**config.mk**
```make
export PLATFORM = sky130hd
export DESIGN_NAME = axis_bram_reader
export DESIGN_NICKNAME = d
export VERILOG_FILES = /design/src/rtl/axis_bram_reader.sv
export SDC_FILE = /design/constraint.sdc
export NUM_CORES = 1
export LEC_CHECK = 0
export CAP_MARGIN = 15
export CORE_UTILIZATION = 50
export DETAILED_ROUTE_END_ITERATION = 7
export HOLD_SLACK_MARGIN = 0.05
export PLACE_DENSITY = 0.77
export SETUP_SLACK_MARGIN = 0.02
export SLEW_MARGIN = 20
export SYNTH_ARGS = -nofsm -noshare
export SYNTH_HDL_FRONTEND = slang
export SYNTH_SLANG_ARGS = --single-unit
```
**constraint.sdc**
```tcl
create_clock -name SYS_aclk -period 2.69 [get_ports SYS_aclk]
set_clock_uncertainty 0.2 [all_clocks]
set_input_delay 0.538 -clock SYS_aclk [delete_from_list [all_inputs] [get_ports SYS_aclk]]
set_output_delay 0.538 -clock SYS_aclk [all_outputs]
set_load 0.03 [all_outputs]
```
**src/rtl/axis_bram_reader.sv**
```systemverilog
// Reads N accumulator words from BRAM port B and streams each one, arithmetically
// right-shifted, out of an AXI-Stream master port with tlast on the final word.
module axis_bram_reader #(
  parameter int AXIS_TDATA_WIDTH = 32,
  parameter int BRAM_DATA_WIDTH  = 32,
  parameter int BRAM_ADDR_WIDTH  = 16
) (
  input  logic                        SYS_aclk,
  input  logic                        SYS_aresetn,
  input  logic                        RD_start,
  input  logic [15:0]                 RD_samples_count,
  input  logic [4:0]                  RD_shift,
  output logic                        RD_busy,
  output logic                        RD_done,
  output logic [AXIS_TDATA_WIDTH-1:0] M_AXIS_tdata,
  output logic                        M_AXIS_tvalid,
  input  logic                        M_AXIS_tready,
  output logic                        M_AXIS_tlast,
  output logic [BRAM_ADDR_WIDTH-1:0]  BRAM_PORTB_addr,
  output logic                        BRAM_PORTB_clk,
  output logic [BRAM_DATA_WIDTH-1:0]  BRAM_PORTB_wrdata,
  input  logic [BRAM_DATA_WIDTH-1:0]  BRAM_PORTB_rddata,
  output logic                        BRAM_PORTB_rst,
  output logic                        BRAM_PORTB_we,
  output logic [1:0]                  dbg_state
);

  localparam int DEPTH = 4;
  localparam int MAXW  = (AXIS_TDATA_WIDTH > BRAM_DATA_WIDTH) ? AXIS_TDATA_WIDTH : BRAM_DATA_WIDTH;

  typedef enum logic [1:0] {
    S_IDLE  = 2'd0,
    S_READ  = 2'd1,
    S_DRAIN = 2'd2,
    S_DONE  = 2'd3
  } state_t;

  state_t                       state_q, state_d;
  logic [15:0]                  n_q;
  logic [4:0]                   shift_q;
  logic [15:0]                  idx_q;
  logic [BRAM_ADDR_WIDTH-1:0]   addr_q;
  logic                         v1_q, v1_last_q;
  logic                         v2_q, v2_last_q;
  logic [AXIS_TDATA_WIDTH-1:0]  fifo_data [DEPTH];
  logic                         fifo_last [DEPTH];
  logic [1:0]                   wr_ptr, rd_ptr;
  logic [2:0]                   cnt;
  logic [2:0]                   credit_used;
  logic                         start_ok, issue, issue_last, push, pop;
  logic signed [BRAM_DATA_WIDTH-1:0] shifted;
  logic signed [MAXW-1:0]            widened;
  logic [AXIS_TDATA_WIDTH-1:0]       conv;

  assign BRAM_PORTB_clk    = SYS_aclk;
  assign BRAM_PORTB_rst    = ~SYS_aresetn;
  assign BRAM_PORTB_we     = 1'b0;
  assign BRAM_PORTB_wrdata = '0;
  assign BRAM_PORTB_addr   = addr_q;
  assign dbg_state         = state_q;

  // Stream handshake: a beat transfers on a rising edge where tvalid and tready are
  // both high; once tvalid rises, tdata/tlast hold until that transfer happens.
  assign M_AXIS_tvalid = (cnt != 3'd0);
  assign M_AXIS_tdata  = fifo_data[rd_ptr];
  assign M_AXIS_tlast  = M_AXIS_tvalid & fifo_last[rd_ptr];

  assign RD_busy = (state_q == S_READ) || (state_q == S_DRAIN);
  assign RD_done = (state_q == S_DONE);

  assign push = v2_q;
  assign pop  = M_AXIS_tvalid & M_AXIS_tready;

  // Reads in the address and data stages already own a buffer slot.
  assign credit_used = {2'b00, v1_q} + {2'b00, v2_q} + cnt;
  assign issue_last  = (idx_q == n_q - 16'd1);

  always_comb begin
    shifted = $signed(BRAM_PORTB_rddata) >>> shift_q;
    widened = MAXW'(shifted);
    conv    = widened[AXIS_TDATA_WIDTH-1:0];
  end

  always_comb begin
    state_d  = state_q;
    start_ok = 1'b0;
    issue    = 1'b0;
    case (state_q)
      S_IDLE, S_DONE: begin
        if (RD_start) begin
          start_ok = 1'b1;
          state_d  = S_READ;
        end
      end
      S_READ: begin
        if (n_q == 16'd0) begin
          state_d = S_DONE;
        end else if (credit_used < 3'(DEPTH)) begin
          issue = 1'b1;
          if (issue_last) state_d = S_DRAIN;
        end
      end
      S_DRAIN: begin
        if (pop && fifo_last[rd_ptr]) state_d = S_DONE;
      end
      default: state_d = S_IDLE;
    endcase
  end

  always_ff @(posedge SYS_aclk or negedge SYS_aresetn) begin
    if (!SYS_aresetn) begin
      state_q <= S_IDLE;
    end else begin
      state_q <= state_d;
    end
  end

  always_ff @(posedge SYS_aclk or negedge SYS_aresetn) begin
    if (!SYS_aresetn) begin
      n_q       <= '0;
      shift_q   <= '0;
      idx_q     <= '0;
      addr_q    <= '0;
      v1_q      <= 1'b0;
      v1_last_q <= 1'b0;
      v2_q      <= 1'b0;
      v2_last_q <= 1'b0;
    end else begin
      if (start_ok) begin
        n_q     <= RD_samples_count;
        shift_q <= RD_shift;
        idx_q   <= '0;
      end else if (issue) begin
        idx_q <= idx_q + 16'd1;
      end
      if (issue) addr_q <= BRAM_ADDR_WIDTH'(idx_q);
      v1_q      <= issue;
      v1_last_q <= issue & issue_last;
      v2_q      <= v1_q;
      v2_last_q <= v1_last_q;
    end
  end

  // Output buffer: written one cycle after the address stage, when rddata is valid.
  always_ff @(posedge SYS_aclk or negedge SYS_aresetn) begin
    if (!SYS_aresetn) begin
      for (int i = 0; i < DEPTH; i++) begin
        fifo_data[i] <= '0;
        fifo_last[i] <= 1'b0;
      end
      wr_ptr <= '0;
      rd_ptr <= '0;
      cnt    <= '0;
    end else begin
      if (push) begin
        fifo_data[wr_ptr] <= conv;
        fifo_last[wr_ptr] <= v2_last_q;
        wr_ptr            <= wr_ptr + 2'd1;
      end
      if (pop) rd_ptr <= rd_ptr + 2'd1;
      cnt <= cnt + {2'b00, push} - {2'b00, pop};
    end
  end

endmodule

```
Yosys cells after proc, flatten, opt, wreduce, memory -nomap -nowiden
Cells that the tools add are included.
Storage, ports and cells
  output and inout bits: 89
  logic and storage cells: 81
  bits of input ports: 57
  flip-flop bits (word level): 198
Cells by class
  muxes and demuxes: 25
  eq/ne operators: 8
  order comparisons: 4
  shift operators: 1
  add/subtract/negate cells: 8
  reduce and logical (&&, ||, !) cells: 9
  bitwise logic cells: 6
Operators with widths (number)
  bitwise mux 128 bit: 1
  two-way mux 32 bit: 3
  binary-select mux 32 bit (select 2 bit): 1
  demux 32 bit (select 2 bit): 1
  two-way mux 16 bit: 2
  >>> shifter 32 x 5 -> 32 bit: 1
  adder 16 x 1 -> 16 bit (second input constant): 1
  equality test 16 bit: 1
  zero test 16 bit: 1
  subtractor 16 x 1 -> 16 bit (second input constant): 1
  two-way mux 2 bit: 5
  two-way mux 1 bit: 8
  greater-or-equal comparator 3 bit (second input constant): 2
  NOT 2 -> 3 bit: 2
  one-hot mux 2 bit (3 select lines): 1
  adder 2 x 1 -> 2 bit (second input constant): 2
  bitwise mux 4 bit: 1
  equality test 2 bit (second input constant): 2
  AND reduction 4 bit: 1
  adder 2 x 3 -> 3 bit: 1
  adder 3 x 1 -> 3 bit: 1
  bitwise AND 1 bit: 3
  less-than comparator 3 x 1 -> 1 bit (second input constant): 1
  less-than comparator 3 bit (second input constant): 1
  other kinds (16): 17

Logic depth before layout (Yosys ltp)
  depth in word-level cells: 8
  mapped depth: 10
  depth with buffers taken out: 9

==> impl_metrics.env <==
export IMPL_status="finished with violations"
export IMPL_violations="negative setup slack"
export IMPL_final_hold_viol_count=0
export IMPL_synth_most_common_cell="dfrtp_1"
export IMPL_max_vdd_ir_drop_v=0.0006549
export IMPL_wl_met3_um=1250
export IMPL_grt_pass1_wl_um=43440
export IMPL_final_cells=1489
export IMPL_wl_um=26580
export IMPL_syn_inst=1050
export IMPL_hold_slack_ns=0.1632
export IMPL_routabilityCongestion=0.8908
export IMPL_place_inst=1441
export IMPL_crit_family="multiplexers"
export IMPL_relSlewSlack_pct=52.63
export IMPL_cts_tree="yes"
export IMPL_netlist_top_cells_count="dfrtp_1 (198), nor2_1 (151), a21oi_1 (145)"
export IMPL_wire_per_inst_um=17.85
export IMPL_dr_total_vias=8360
export IMPL_drtIter0Drc=513
export IMPL_hpwl_um=18590
export IMPL_ys_seq_area_share_pct=45.55
export IMPL_wl_met1_um=10660
export IMPL_topRoutingLayerUsed="met4"
export IMPL_chipHeight_um=149.5
export IMPL_hold_class="flop to flop"
export IMPL_die_area_um2=22350
export IMPL_cp_required_ns=1.95
export IMPL_finalSetupViolations=34
export IMPL_overflow=0
export IMPL_critPathMaxFanout=10
export IMPL_avgViaCountPerCell=5.615
export IMPL_ios=146
export IMPL_worst_path_buf_inv=3
export IMPL_layout_nets=1271
export IMPL_synth_area_per_cell_um2=10.36
export IMPL_die_w_um=149.5
export IMPL_finalCritPeriodShare_pct=103.3
export IMPL_slew_violations=0
export IMPL_first_global_vias=8537
export IMPL_ant_nets=0
export IMPL_crit_top_cell="buf_12"
export IMPL_fmax_mhz=359.8
export IMPL_synth_largest_area_cell="dfrtp_1"
export IMPL_synth_warnings=0
export IMPL_route_detailed_drc=0
export IMPL_io_buffer_count=112
export IMPL_critical_path_endpoint_type="output pin"
export IMPL_grt_setup_unrepaired="yes"
export IMPL_crit_path_max_incr_delay_ns=0.55
export IMPL_p_per_area_nw_per_um2=1373
export IMPL_crit_slowest_cell="mux4_2"
export IMPL_fp_row_count=53
export IMPL_grt_max_degree=199
export IMPL_path_class="flop to output pin"
export IMPL_core_area_um2=21150
export IMPL_synth_ff_type="dfrtp_1"
export IMPL_finalCriticalPeriod_ns=2.780
export IMPL_antenna_found_initial=0
export IMPL_met2_length_um=13660
export IMPL_final_area_um2=13740
export IMPL_power_leakage_nw=5.711
export IMPL_yosysUniqueCellTypes=55
export IMPL_netlist_area_um2=10880
export IMPL_clk_pin_slew_worst_paths_ns=0.07
export IMPL_fin_ws_ns=-0.08969
export IMPL_tightest_slew_ns=0.7105
export IMPL_initial_core_util_pct=51.42
export IMPL_maxCapViolCount=0
export IMPL_synth_edf_count=0
export IMPL_placed_area_um2=12750
export IMPL_synth_top_area_share_pct=45.55
export IMPL_ys_ff_latch=198
export IMPL_insertion_delay_ns=0.55
export IMPL_synthArstFlopShare_pct=100.0
export IMPL_grtUsageTotal_pct=25.12
export IMPL_n_antenna_cell=0
export IMPL_drtPass1Iterations=6
export IMPL_arrival_ns=2.04
export IMPL_crit_chain="buf_4 > buf_12 > mux4_2 > buf_12"
export IMPL_drive_gt1_share_pct=24.38
export IMPL_worstSetupStartpointType="flop"
export IMPL_synthTopCellsByArea="dfrtp_1 (46%), mux4_2 (12%), a21oi_1 (6.7%)"
export IMPL_syn_to_final_growth_pct=26.29
[area by class of cell]
type	instances	area, µm²
clock buffer	23	528.0
clock inverter	13	112.6
fill	1617	7416
inverter	27	101.3
multi-input combinational	748	5490
sequential	198	4956
tap	275	344.1
timing repair buffer	205	2206
[final timing paths]
check                                 start          endpoint  slack [ns]  depth (start not counted)
worst max-delay path              rd_ptr[0]  M_AXIS_tdata[27]       -0.09                          4
worst min-delay path              v1_last_q         v2_last_q        0.16                          0
worst max register to register       n_q[1]      dbg_state[1]       -0.07                          9
worst min register to register    v1_last_q         v2_last_q        0.16                          0
max in group asynchronous       SYS_aresetn     fifo_data[42]        0.91                          4
min in group asynchronous       SYS_aresetn         v1_last_q        0.46                          3
[per-stage QoR]
stage	util (%)	TNS (ns)	setup slack, ns	total power, W
finish	64.94	-1.737	-0.08969	0.01886
global route	64.94	-3.715	-0.1670	0.02002
CTS	64.30	-1.206	-0.07473	0.01874
detailed placement	60.28	-8.656	-0.2097	0.01561
global placement	60.28	-5.721	-0.1649	0.01531
floorplan	-	0	0.05481	0.01153
[report_power, final]
part / leakage, nW / internal, W / switching [W]
combinational: 3.15 / 0.00537 / 0.00568
clock: 0.316 / 0.00145 / 0.00125
sequential: 2.25 / 0.00416 / 0.000950
[placed cells by master (no fill, tap or decap), drive strengths merged, types with 2 or more instances in the layout]
cell             n
inv             32
and3             2
mux4            60
xnor2           19
nand3            8
o21ai           41
o21a             8
nand2b           3
clkinv           7
o2111ai          2
o211ai           5
mux2i           31
or2              2
nand4            4
nor2           151
nand2           79
xor2            15
nor2b           10
and2             9
nor4             7
clkbuf          24
buf            126
o311ai           2
a41oi            2
a31oi            2
ha              12
or3b             2
conb            33
mux2            42
a21boi           6
clkdlybuf4s50   75
dfrtp          198
a211oi           9
or3              9
nor3            12
o31a             3
a21oi          145
and4             3
[per-layer routing]
layer | GRT usage (%) | up-vias
li1 | - | 3934
met1 | 30.48 | 4130
met2 | 42.27 | 235
met3 | 5.335 | 61
met4 | 12.60 | 0
met5 | 0 | -
[timing repair]
| item | 4_1_cts | 5_1_grt |
|---|---|---|
| gates cloned | 3 | 0 |
| pin swaps | 3 | 11 |
| resized for setup | 34 | 26 |
| buffers inserted | 4 | 5 |
| hold buffers | 0 | 1 |
| setup endpoints to repair | 42 | 60 |
| endpoints found under the hold margin | 0 | 81 |
[state kept, by name, indices dropped and copies added (netlist names), 2 cells and up]
signal           count
fifo_data          128
BRAM_PORTB_addr     16
idx_q               16
n_q                 16
shift_q              5
fifo_last            4
cnt                  3
dbg_state            2
rd_ptr               2
wr_ptr               2
[logic make-up (layout without fill, tap and decap cells)]
logic type	after synthesis	in the layout	share of synthesized area, %
AND/OR/NAND/NOR	306	306	12.54
AO/OA/AOI/OAI	228	228	11.90
adder cells (fa/ha/maj)	14	14	1.656
XOR/XNOR	34	34	2.738
multiplexers	133	133	19.62
flip-flops	198	198	45.55
buffers and inverters	136	268	5.958
other	1	33	0.03447
Note: power is estimated with default switching activity, not from simulation.
